**config.mk**
```make
export PLATFORM = sky130hd
export DESIGN_NAME = alu_op_sequencer
export DESIGN_NICKNAME = d
export VERILOG_FILES = /design/src/rtl/alu_pkg.sv /design/src/rtl/alu_op_decode.sv /design/src/rtl/alu_op_sequencer.sv
export SDC_FILE = /design/constraint.sdc
export NUM_CORES = 1
export LEC_CHECK = 0
export CAP_MARGIN = 20
export CORE_ASPECT_RATIO = 0.5
export CORE_MARGIN = 5
export CORE_UTILIZATION = 50
export CTS_CLUSTER_DIAMETER = 40
export CTS_CLUSTER_SIZE = 8
export DETAILED_ROUTE_END_ITERATION = 10
export PLACE_DENSITY = 0.85
export SYNTH_ARGS = -nofsm -noshare
export SYNTH_HDL_FRONTEND = slang
export SYNTH_SLANG_ARGS = --single-unit
```
**constraint.sdc**
```tcl
create_clock -name clk_i -period 6 [get_ports clk_i]
set_clock_uncertainty 0.2 [all_clocks]
set_input_delay 0.6 -clock clk_i [delete_from_list [all_inputs] [get_ports clk_i]]
set_output_delay 0.6 -clock clk_i [all_outputs]
set_load 0.01 [all_outputs]
```
**src/rtl/alu_pkg.sv**
```systemverilog
// Shared definitions for the ALU issue-side controller: ALU ctrl codes,
// ALUOp / funct encodings, controller states and multiply iteration count.
package alu_pkg;

  localparam int DATA_W    = 32;
  localparam int CTRL_W    = 4;
  localparam int MUL_ITERS = 32;

  // ALU ctrl codes. CTRL_MUL is an internal tag only; the ALU never sees it,
  // multiply is carried out as repeated CTRL_ADD passes.
  localparam logic [CTRL_W-1:0] CTRL_AND  = 4'b0000;
  localparam logic [CTRL_W-1:0] CTRL_OR   = 4'b0001;
  localparam logic [CTRL_W-1:0] CTRL_ADD  = 4'b0010;
  localparam logic [CTRL_W-1:0] CTRL_SUB  = 4'b0110;
  localparam logic [CTRL_W-1:0] CTRL_SLT  = 4'b0111;
  localparam logic [CTRL_W-1:0] CTRL_SLTU = 4'b0101;
  localparam logic [CTRL_W-1:0] CTRL_MUL  = 4'b1000;

  // ALUOp encodings
  localparam logic [2:0] ALUOP_ADD   = 3'b000;
  localparam logic [2:0] ALUOP_SUB   = 3'b001;
  localparam logic [2:0] ALUOP_RTYPE = 3'b010;
  localparam logic [2:0] ALUOP_SLT   = 3'b011;
  localparam logic [2:0] ALUOP_SLTU  = 3'b100;
  localparam logic [2:0] ALUOP_OR    = 3'b101;
  localparam logic [2:0] ALUOP_AND   = 3'b110;

  // R-type funct encodings
  localparam logic [5:0] FUNCT_ADD  = 6'b100000;
  localparam logic [5:0] FUNCT_SUB  = 6'b100010;
  localparam logic [5:0] FUNCT_AND  = 6'b100100;
  localparam logic [5:0] FUNCT_OR   = 6'b100101;
  localparam logic [5:0] FUNCT_SLT  = 6'b101010;
  localparam logic [5:0] FUNCT_SLTU = 6'b101011;
  localparam logic [5:0] FUNCT_MUL  = 6'b011000;

  typedef enum logic [1:0] {
    ST_IDLE = 2'd0,
    ST_EXEC = 2'd1,
    ST_MUL  = 2'd2
  } state_t;

endpackage

```
**src/rtl/alu_op_decode.sv**
```systemverilog
// Combinational decode of (ALUOp, funct) into ALU ctrl, multiply and illegal flags.
module alu_op_decode
  import alu_pkg::*;
(
  input  logic [2:0]        aluop_i,
  input  logic [5:0]        funct_i,
  output logic [CTRL_W-1:0] ctrl_o,
  output logic              is_mul_o,
  output logic              illegal_o
);

  // Map request encodings onto ALU ctrl; anything unlisted is illegal
  always_comb begin
    ctrl_o    = CTRL_AND;
    is_mul_o  = 1'b0;
    illegal_o = 1'b0;
    case (aluop_i)
      ALUOP_ADD:  ctrl_o = CTRL_ADD;
      ALUOP_SUB:  ctrl_o = CTRL_SUB;
      ALUOP_SLT:  ctrl_o = CTRL_SLT;
      ALUOP_SLTU: ctrl_o = CTRL_SLTU;
      ALUOP_OR:   ctrl_o = CTRL_OR;
      ALUOP_AND:  ctrl_o = CTRL_AND;
      ALUOP_RTYPE: begin
        case (funct_i)
          FUNCT_ADD:  ctrl_o = CTRL_ADD;
          FUNCT_SUB:  ctrl_o = CTRL_SUB;
          FUNCT_AND:  ctrl_o = CTRL_AND;
          FUNCT_OR:   ctrl_o = CTRL_OR;
          FUNCT_SLT:  ctrl_o = CTRL_SLT;
          FUNCT_SLTU: ctrl_o = CTRL_SLTU;
          FUNCT_MUL: begin
            ctrl_o   = CTRL_MUL;
            is_mul_o = 1'b1;
          end
          default:    illegal_o = 1'b1;
        endcase
      end
      default: illegal_o = 1'b1;
    endcase
  end

endmodule

```
**src/rtl/alu_op_sequencer.sv**
```systemverilog
// Issue-side ALU controller: single-pass ops in one EXEC cycle, MUL as a
// 32-iteration shift-add that borrows the external ALU as its adder.
module alu_op_sequencer
  import alu_pkg::*;
(
  input  logic              clk_i,
  input  logic              rst_i,
  input  logic              valid_i,
  output logic              ready_o,
  input  logic [2:0]        aluop_i,
  input  logic [5:0]        funct_i,
  input  logic [DATA_W-1:0] src1_i,
  input  logic [DATA_W-1:0] src2_i,
  output logic [CTRL_W-1:0] alu_ctrl_o,
  output logic [DATA_W-1:0] alu_src1_o,
  output logic [DATA_W-1:0] alu_src2_o,
  input  logic [DATA_W-1:0] alu_result_i,
  output logic [DATA_W-1:0] result_o,
  output logic              zero_o,
  output logic              done_o,
  output logic              illegal_o
);

  localparam logic [5:0] MUL_LAST = 6'(MUL_ITERS - 1);

  state_t            state;
  logic [DATA_W-1:0] op_a;      // operand 1; multiplicand (shifted left) in MUL
  logic [DATA_W-1:0] op_b;      // operand 2; multiplier (shifted right) in MUL
  logic [DATA_W-1:0] acc;
  logic [5:0]        count;
  logic [CTRL_W-1:0] ctrl_q;
  logic              illegal_q;

  logic [CTRL_W-1:0] dec_ctrl;
  logic              dec_is_mul;
  logic              dec_illegal;

  alu_op_decode u_decode (
    .aluop_i   (aluop_i),
    .funct_i   (funct_i),
    .ctrl_o    (dec_ctrl),
    .is_mul_o  (dec_is_mul),
    .illegal_o (dec_illegal)
  );

  assign ready_o = (state == ST_IDLE);

  // ALU drive: quiet in IDLE and for illegal ops, latched op in EXEC, add step in MUL
  always_comb begin
    alu_ctrl_o = CTRL_AND;
    alu_src1_o = '0;
    alu_src2_o = '0;
    case (state)
      ST_EXEC: begin
        if (!illegal_q) begin
          alu_ctrl_o = ctrl_q;
          alu_src1_o = op_a;
          alu_src2_o = op_b;
        end
      end
      ST_MUL: begin
        alu_ctrl_o = CTRL_ADD;
        alu_src1_o = acc;
        alu_src2_o = op_b[0] ? op_a : '0;
      end
      default: ;
    endcase
  end

  // Controller FSM with registered result, zero, done and illegal outputs
  always_ff @(posedge clk_i) begin
    if (!rst_i) begin
      state     <= ST_IDLE;
      op_a      <= '0;
      op_b      <= '0;
      acc       <= '0;
      count     <= '0;
      ctrl_q    <= CTRL_AND;
      illegal_q <= 1'b0;
      result_o  <= '0;
      zero_o    <= 1'b1;
      done_o    <= 1'b0;
      illegal_o <= 1'b0;
    end else begin
      done_o    <= 1'b0;
      illegal_o <= 1'b0;
      case (state)
        ST_IDLE: begin
          if (valid_i) begin
            op_a      <= src1_i;
            op_b      <= src2_i;
            ctrl_q    <= dec_ctrl;
            illegal_q <= dec_illegal;
            acc       <= '0;
            count     <= '0;
            state     <= dec_is_mul ? ST_MUL : ST_EXEC;
          end
        end
        ST_EXEC: begin
          result_o  <= illegal_q ? '0 : alu_result_i;
          zero_o    <= illegal_q ? 1'b1 : (alu_result_i == '0);
          done_o    <= 1'b1;
          illegal_o <= illegal_q;
          state     <= ST_IDLE;
        end
        ST_MUL: begin
          acc   <= alu_result_i;
          op_a  <= op_a << 1;
          op_b  <= op_b >> 1;
          count <= count + 6'd1;
          if (count == MUL_LAST) begin
            result_o <= alu_result_i;
            zero_o   <= (alu_result_i == '0);
            done_o   <= 1'b1;
            state    <= ST_IDLE;
          end
        end
        default: state <= ST_IDLE;
      endcase
    end
  end

endmodule

```
==> impl_metrics.toml, run 1 <==
[flow_run]
maxCapViolCount = 0

[floorplanning]
num_io_pins = 212
rows = 30
core_area_um2 = 13600
die_y_um = 93.3
dieArea_um2 = 16500
start_util_pct = 51.1
die_x_um = 177

[place]
dp.cells = 1088
port_buffers = 211
hpwl_mm = 15.8
gp_congestion = 0.906

[hold_path]
hold_path_class = "reg -> reg"

[sta]
finalCriticalPeriod_ns = 4.30
finalHoldViolations = 0
finalCritPeriodShare_pct = 71.7
tightest_slew_ns = 1.05
slew_violations = 0
setup_viol = 0
fin_hold_ws_ns = 0.250
timing.setup.tns_ns = 0
rsz0062_at_grt = "no"
max_slew_margin_pct = 29.9
fmaxAchievable_mhz = 232

[finish]
syn2layout_area_growth_pct = 40.2
drive_gt1_share_pct = 5.16
seqCellArea_um2 = 2880
final_util_pct = 71.6
n_antenna_cell = 0
nNetsFinal = 1029
multi_input_area_um2 = 3780
stdcell_count = 1122
fill_cells = 997

[global_route]
antenna_found_initial = 0
grt_pass1_wl_mm = 33.8
gr-usage-all-layers_pct = 26.0
grt_start_max_net_pins = 127
grt_pass1_vias = 5936
grt_overflow = 0

[pwr]
p_total_w = 0.00248
power_density_nw_per_um2 = 255
ir_drop_mv = 0.123
leakagePower_nw = 3.86

[yosys]
synthesis.nets = 861
synth_edf_count = 0
synth.distinct_cells = 41
netlist_instances = 749
synth_top_cell_area_share_pct = 41.5
yosys_register_bits = 144
avgSynthCellArea_um2 = 9.27
async_flop_share_pct = 0
ys.flop_type = "dfxtp_1"
yosysWarnings = 0
synth_area_leader_cell = "dfxtp_1"
ys_seq_area_share_pct = 41.5
yosys-top-cells-count = "144 x dfxtp_1, 105 x nand2_1, 61 x mux2i_1, 61 x o211a_1, 57 x a22o_1"
yosysMostFrequentCell = "dfxtp_1"
ys_top_cells_by_area = "dfxtp_1 42%, mux2i_1 8.8%, o211a_1 8.8%, a22o_1 7.2%, nand2_1 5.7%"
synthesis.area_um2 = 6940

[cts]
htree_levels = 4
cts_buffers = 17
clk_latency_ns = 0.43
clkTransAtPathRegs_ns = 0.07
cts_sinks = 144
root_buffer = "clkbuf_16"
cts_tree = "done"
cts_buffer_depth = 2
holdBufCountCts = 0
post_cts_buffers = 0
cts-resized-gates = 0

[route]
firstDrtPassIters = 6
dr.first_iter.drc_count = 525
drc_errors = 0
antenna_left = 0
viasPerCell = 5.81
vias = 6523
totalWireLength_mm = 22.5
drt-wirelength-per-cell_um = 20.1

[worst_setup_path]
start_kind = "flip-flop"
worstSetupEndpointType = "output pin"
critPathKind = "reg -> out"
critPathMaxFanout = 57
worstPathArrival_ns = 3.50
cp.required_ns = 5.20

[outcome]
status = "completed"
-- report_power, final --
group          switching [W]  internal (W)  total (W)
Sequential         0.0000546       0.00101    0.00106
Combinational       0.000138      0.000161   0.000300
Clock               0.000454      0.000667    0.00112
Total               0.000647       0.00184    0.00248
-- metal layers --
layer / part of all wire, % / global-route usage (%)
met5: 0 / 0
met4: 1.9 / 8.75
met3: 7.9 / 5.78
met2: 45 / 39.4
met1: 45 / 36.8
-- final timing paths --
| kind | cells after the start | end | start | slack (ns) |
|---|---|---|---|---|
| max | 7 | alu_src2_o[6] | state[1] | 1.70 |
| min | 2 | result_o[11] | result_o[11] | 0.25 |
| max reg2reg | 7 | op_b[22] | state[0] | 2.59 |
| min reg2reg | 2 | result_o[11] | result_o[11] | 0.25 |
-- registers in the layout (all words and copies together) (netlist names) --
register	flops
zero_o	1
state	2
done_o	1
ctrl_q	4
count	6
acc	32
illegal_o	1
illegal_q	1
op_b	32
result_o	32
op_a	32
-- layout make-up --
type / count / share of cell area, %
Timing Repair Buffer: 220 / 22.6
Multi-Input combinational cell: 530 / 38.8
Tap cell: 192 / 2.47
Clock inverter: 15 / 1.99
Clock buffer: 17 / 4.37
Sequential cell: 144 / 29.6
Inverter: 4 / 0.154
-- worst max-delay path: stages (launching register included) --
cell and delay, ns:
dfxtp_1 0.34, inv_1 0.10, ha_1 0.17, inv_1 0.10, nor2_1 0.55, and2_2 0.98, a22o_1 0.28, clkdlybuf4s50_1 0.55
-- kinds of logic (layout without fill, tap and decap cells) --
group	Yosys count	count (layout)	synth area share, %
buffers and inverters	75	256	4.54
multiplexers	62	62	8.96
adder cells (fa/ha/maj)	4	4	0.721
AND/OR/NAND/NOR	237	237	16.9
XOR/XNOR	4	4	0.505
flip-flops	144	144	41.5
AO/OA/AOI/OAI	223	223	26.9
-- stage by stage --
| step | area [um^2] | setup WS (ns) |
|---|---|---|
| finish | 9730 | 1.70 |
| global route | 9730 | 1.48 |
| CTS | 9700 | 1.71 |
| detailed placement | 9080 | 2.16 |
| global placement | 9080 | 2.27 |
| floorplan | 6940 | 3.65 |
-- cell usage in the layout, fill, tap and decap left out, drive strengths merged, types with 2 or more instances in the layout --
master | netlist | final
o21a | 3 | 3
clkdlybuf4s50 | 0 | 210
xor2 | 4 | 4
clkinvlp | 0 | 2
nor2 | 11 | 11
clkinv | 0 | 2
bufinv | 0 | 3
nand4 | 5 | 5
buf | 25 | 10
dfxtp | 144 | 144
a22oi | 41 | 41
clkbuf | 46 | 17
nand4bb | 2 | 2
nand2 | 105 | 105
o31ai | 2 | 2
o21ai | 13 | 13
and2 | 6 | 6
o32ai | 3 | 3
nor4 | 9 | 9
a21oi | 6 | 6
nor2b | 45 | 45
ha | 4 | 4
nand3 | 33 | 33
and3 | 8 | 8
a22o | 57 | 57
inv | 4 | 12
o211a | 61 | 61
nor3 | 2 | 2
nand2b | 5 | 5
mux2i | 61 | 61
nand3b | 2 | 2
a21boi | 33 | 33
Note: power is estimated with default switching activity, not from simulation.
==> run 2, diff against run 1 <==
CORE_UTILIZATION = 47   (was 50)
PLACE_DENSITY = 0.8   (was 0.85)
clock period = 4.24 ns   (was 6 ns; I/O delays follow)
==> impl_metrics.toml, run 2 (synthesis gave the netlist of run 1 again) <==
[outcome]
status = "completed"

[cts]
root_buffer = "clkbuf_16"
htree_levels = 4
post_cts_buffers = 0
clk_latency_ns = 0.42
cts-resized-gates = 0
clkTransAtPathRegs_ns = 0.06
cts_buffers = 17
cts_tree = "done"
holdBufCountCts = 0
cts_buffer_depth = 2
cts_sinks = 144

[flow_run]
maxCapViolCount = 0

[route]
drt-wirelength-per-cell_um = 19.8
vias = 6477
antenna_left = 0
drc_errors = 0
firstDrtPassIters = 5
totalWireLength_mm = 22.5
viasPerCell = 5.72
dr.first_iter.drc_count = 565

[sta]
finalHoldViolations = 0
finalCritPeriodShare_pct = 85.9
rsz0062_at_grt = "no"
timing.setup.tns_ns = 0
setup_slack_ns = 0.598
max_slew_margin_pct = 31.4
setup_viol = 0
fin_hold_ws_ns = 0.250
slew_violations = 0
tightest_slew_ns = 1.03
finalCriticalPeriod_ns = 3.64
fmaxAchievable_mhz = 275

[worst_setup_path]
worstSetupEndpointType = "output pin"
critPathKind = "reg -> out"
cp.required_ns = 3.62
worstReg2RegEnd = "result_o[1]"
critPathLaunch = "state[1]"
critPathMaxFanout = 26
reg2reg_from = "state[0]"
critical-path-slowest-cell = "and2_1"
crit_chain = "inv_1 > ha_1 > and2_1 > a22o_1 > clkdlybuf4s50_1"
worstPathArrival_ns = 3.02
cpPeakStageDelay_ns = 0.79
r2r_cells = 7
rrSetupSlack_ns = 1.58
start_kind = "flip-flop"

[global_route]
grt_pass1_vias = 6227
antenna_found_initial = 0
gr-usage-all-layers_pct = 24.9
grt_start_max_net_pins = 102
grt_pass1_wl_mm = 34.5
grt_overflow = 0

[place]
port_buffers = 211
hpwl_mm = 16.4
gp_congestion = 0.891
pre_cts_ws_ns = 1.07
post_dp_cell_area_um2 = 9140

[finish]
nNetsFinal = 1034
n_antenna_cell = 0
syn2layout_area_growth_pct = 39.8
final_common_cell = "clkdlybuf4s50_1"
mostFrequentLayoutCells = "210 x clkdlybuf4s50_1, 144 x dfxtp_1, 105 x nand2_1, 61 x o211a_1, 60 x mux2i_1"
design_area_um2 = 9710
drive_gt1_share_pct = 5.67

[hold_path]
hold_path_depth = 2
min_from = "result_o[8]"
hold_path_class = "reg -> reg"
holdPathEnd = "result_o[8]"

[floorplanning]
die_x_um = 182
die_y_um = 95.9
core_area_um2 = 14500
dieArea_um2 = 17400
start_util_pct = 48.0
rows = 31
num_io_pins = 212

[pwr]
ir_drop_mv = 0.265
leakagePower_nw = 3.85
power_density_nw_per_um2 = 347
==> run 2: cell count changes in the layout (fill, tap and decap cells not counted) <==
cell,delta
buf_12,-1
inv_6,-1
clkinv_8,+1
buf_4,+7
clkinvlp_4,+2
buf_8,-1
bufinv_16,-3
clkinv_2,-1
inv_8,+2
==> run 2: critical path: cells and delay by family (launching register included) <==
| kind | cells | cell delay (ns) |
|---|---|---|
| fa+ha+maj | 1 | 0.50 |
| compound gates | 1 | 0.27 |
| simple gates | 1 | 0.79 |
| flops | 1 | 0.38 |
| buf+inv | 2 | 0.66 |
==> run 2: how the worst max path moves through the flow <==
stage	endpoint	cells after the start
global placement	alu_src1_o[18]	5
floorplan	alu_src1_o[0]	8
detailed placement	alu_src1_o[28]	5
CTS	alu_src1_o[28]	5
finish	alu_src1_o[28]	5
global route	alu_src1_o[28]	5
==> run 2: report_power, final <==
part | switching (W) | internal [W] | leakage, nW
clock | 0.000661 | 0.000778 | 0.268
sequential | 0.0000755 | 0.00143 | 1.18
combinational | 0.000196 | 0.000229 | 2.40
total | 0.000933 | 0.00243 | 3.85
==> run 2: stage by stage <==
stage          cells  power [W]  util [%]
2_1_floorplan    749    0.00171         -
3_3_place_gp    1101    0.00194      63.1
3_5_place_dp    1101    0.00195      63.1
4_1_cts         1133    0.00338      67.1
5_1_grt         1133    0.00348      67.1
6_report        1133    0.00337      67.1
==> run 2: area by class of cell <==
| class | count | area [um^2] |
|---|---|---|
| sequential | 144 | 2880 |
| multi-input combinational | 530 | 3780 |
| timing repair buffer | 225 | 2210 |
| tap | 198 | 248 |
| clock inverter | 15 | 144 |
| inverter | 4 | 15.0 |
| fill | 1145 | 4760 |
| clock buffer | 17 | 425 |
==> run 2: routing by layer <==
layer  wire length (um)  part of all wire (%)  track usage (%)  vias up
met2              10200                    45             38.9      212
met5                  0                     0                0        -
li1                   -                     -                -     3095
met4                439                   2.0             7.87        0
met1              10500                    47             35.2     3137
met3               1360                   6.0             4.72       33
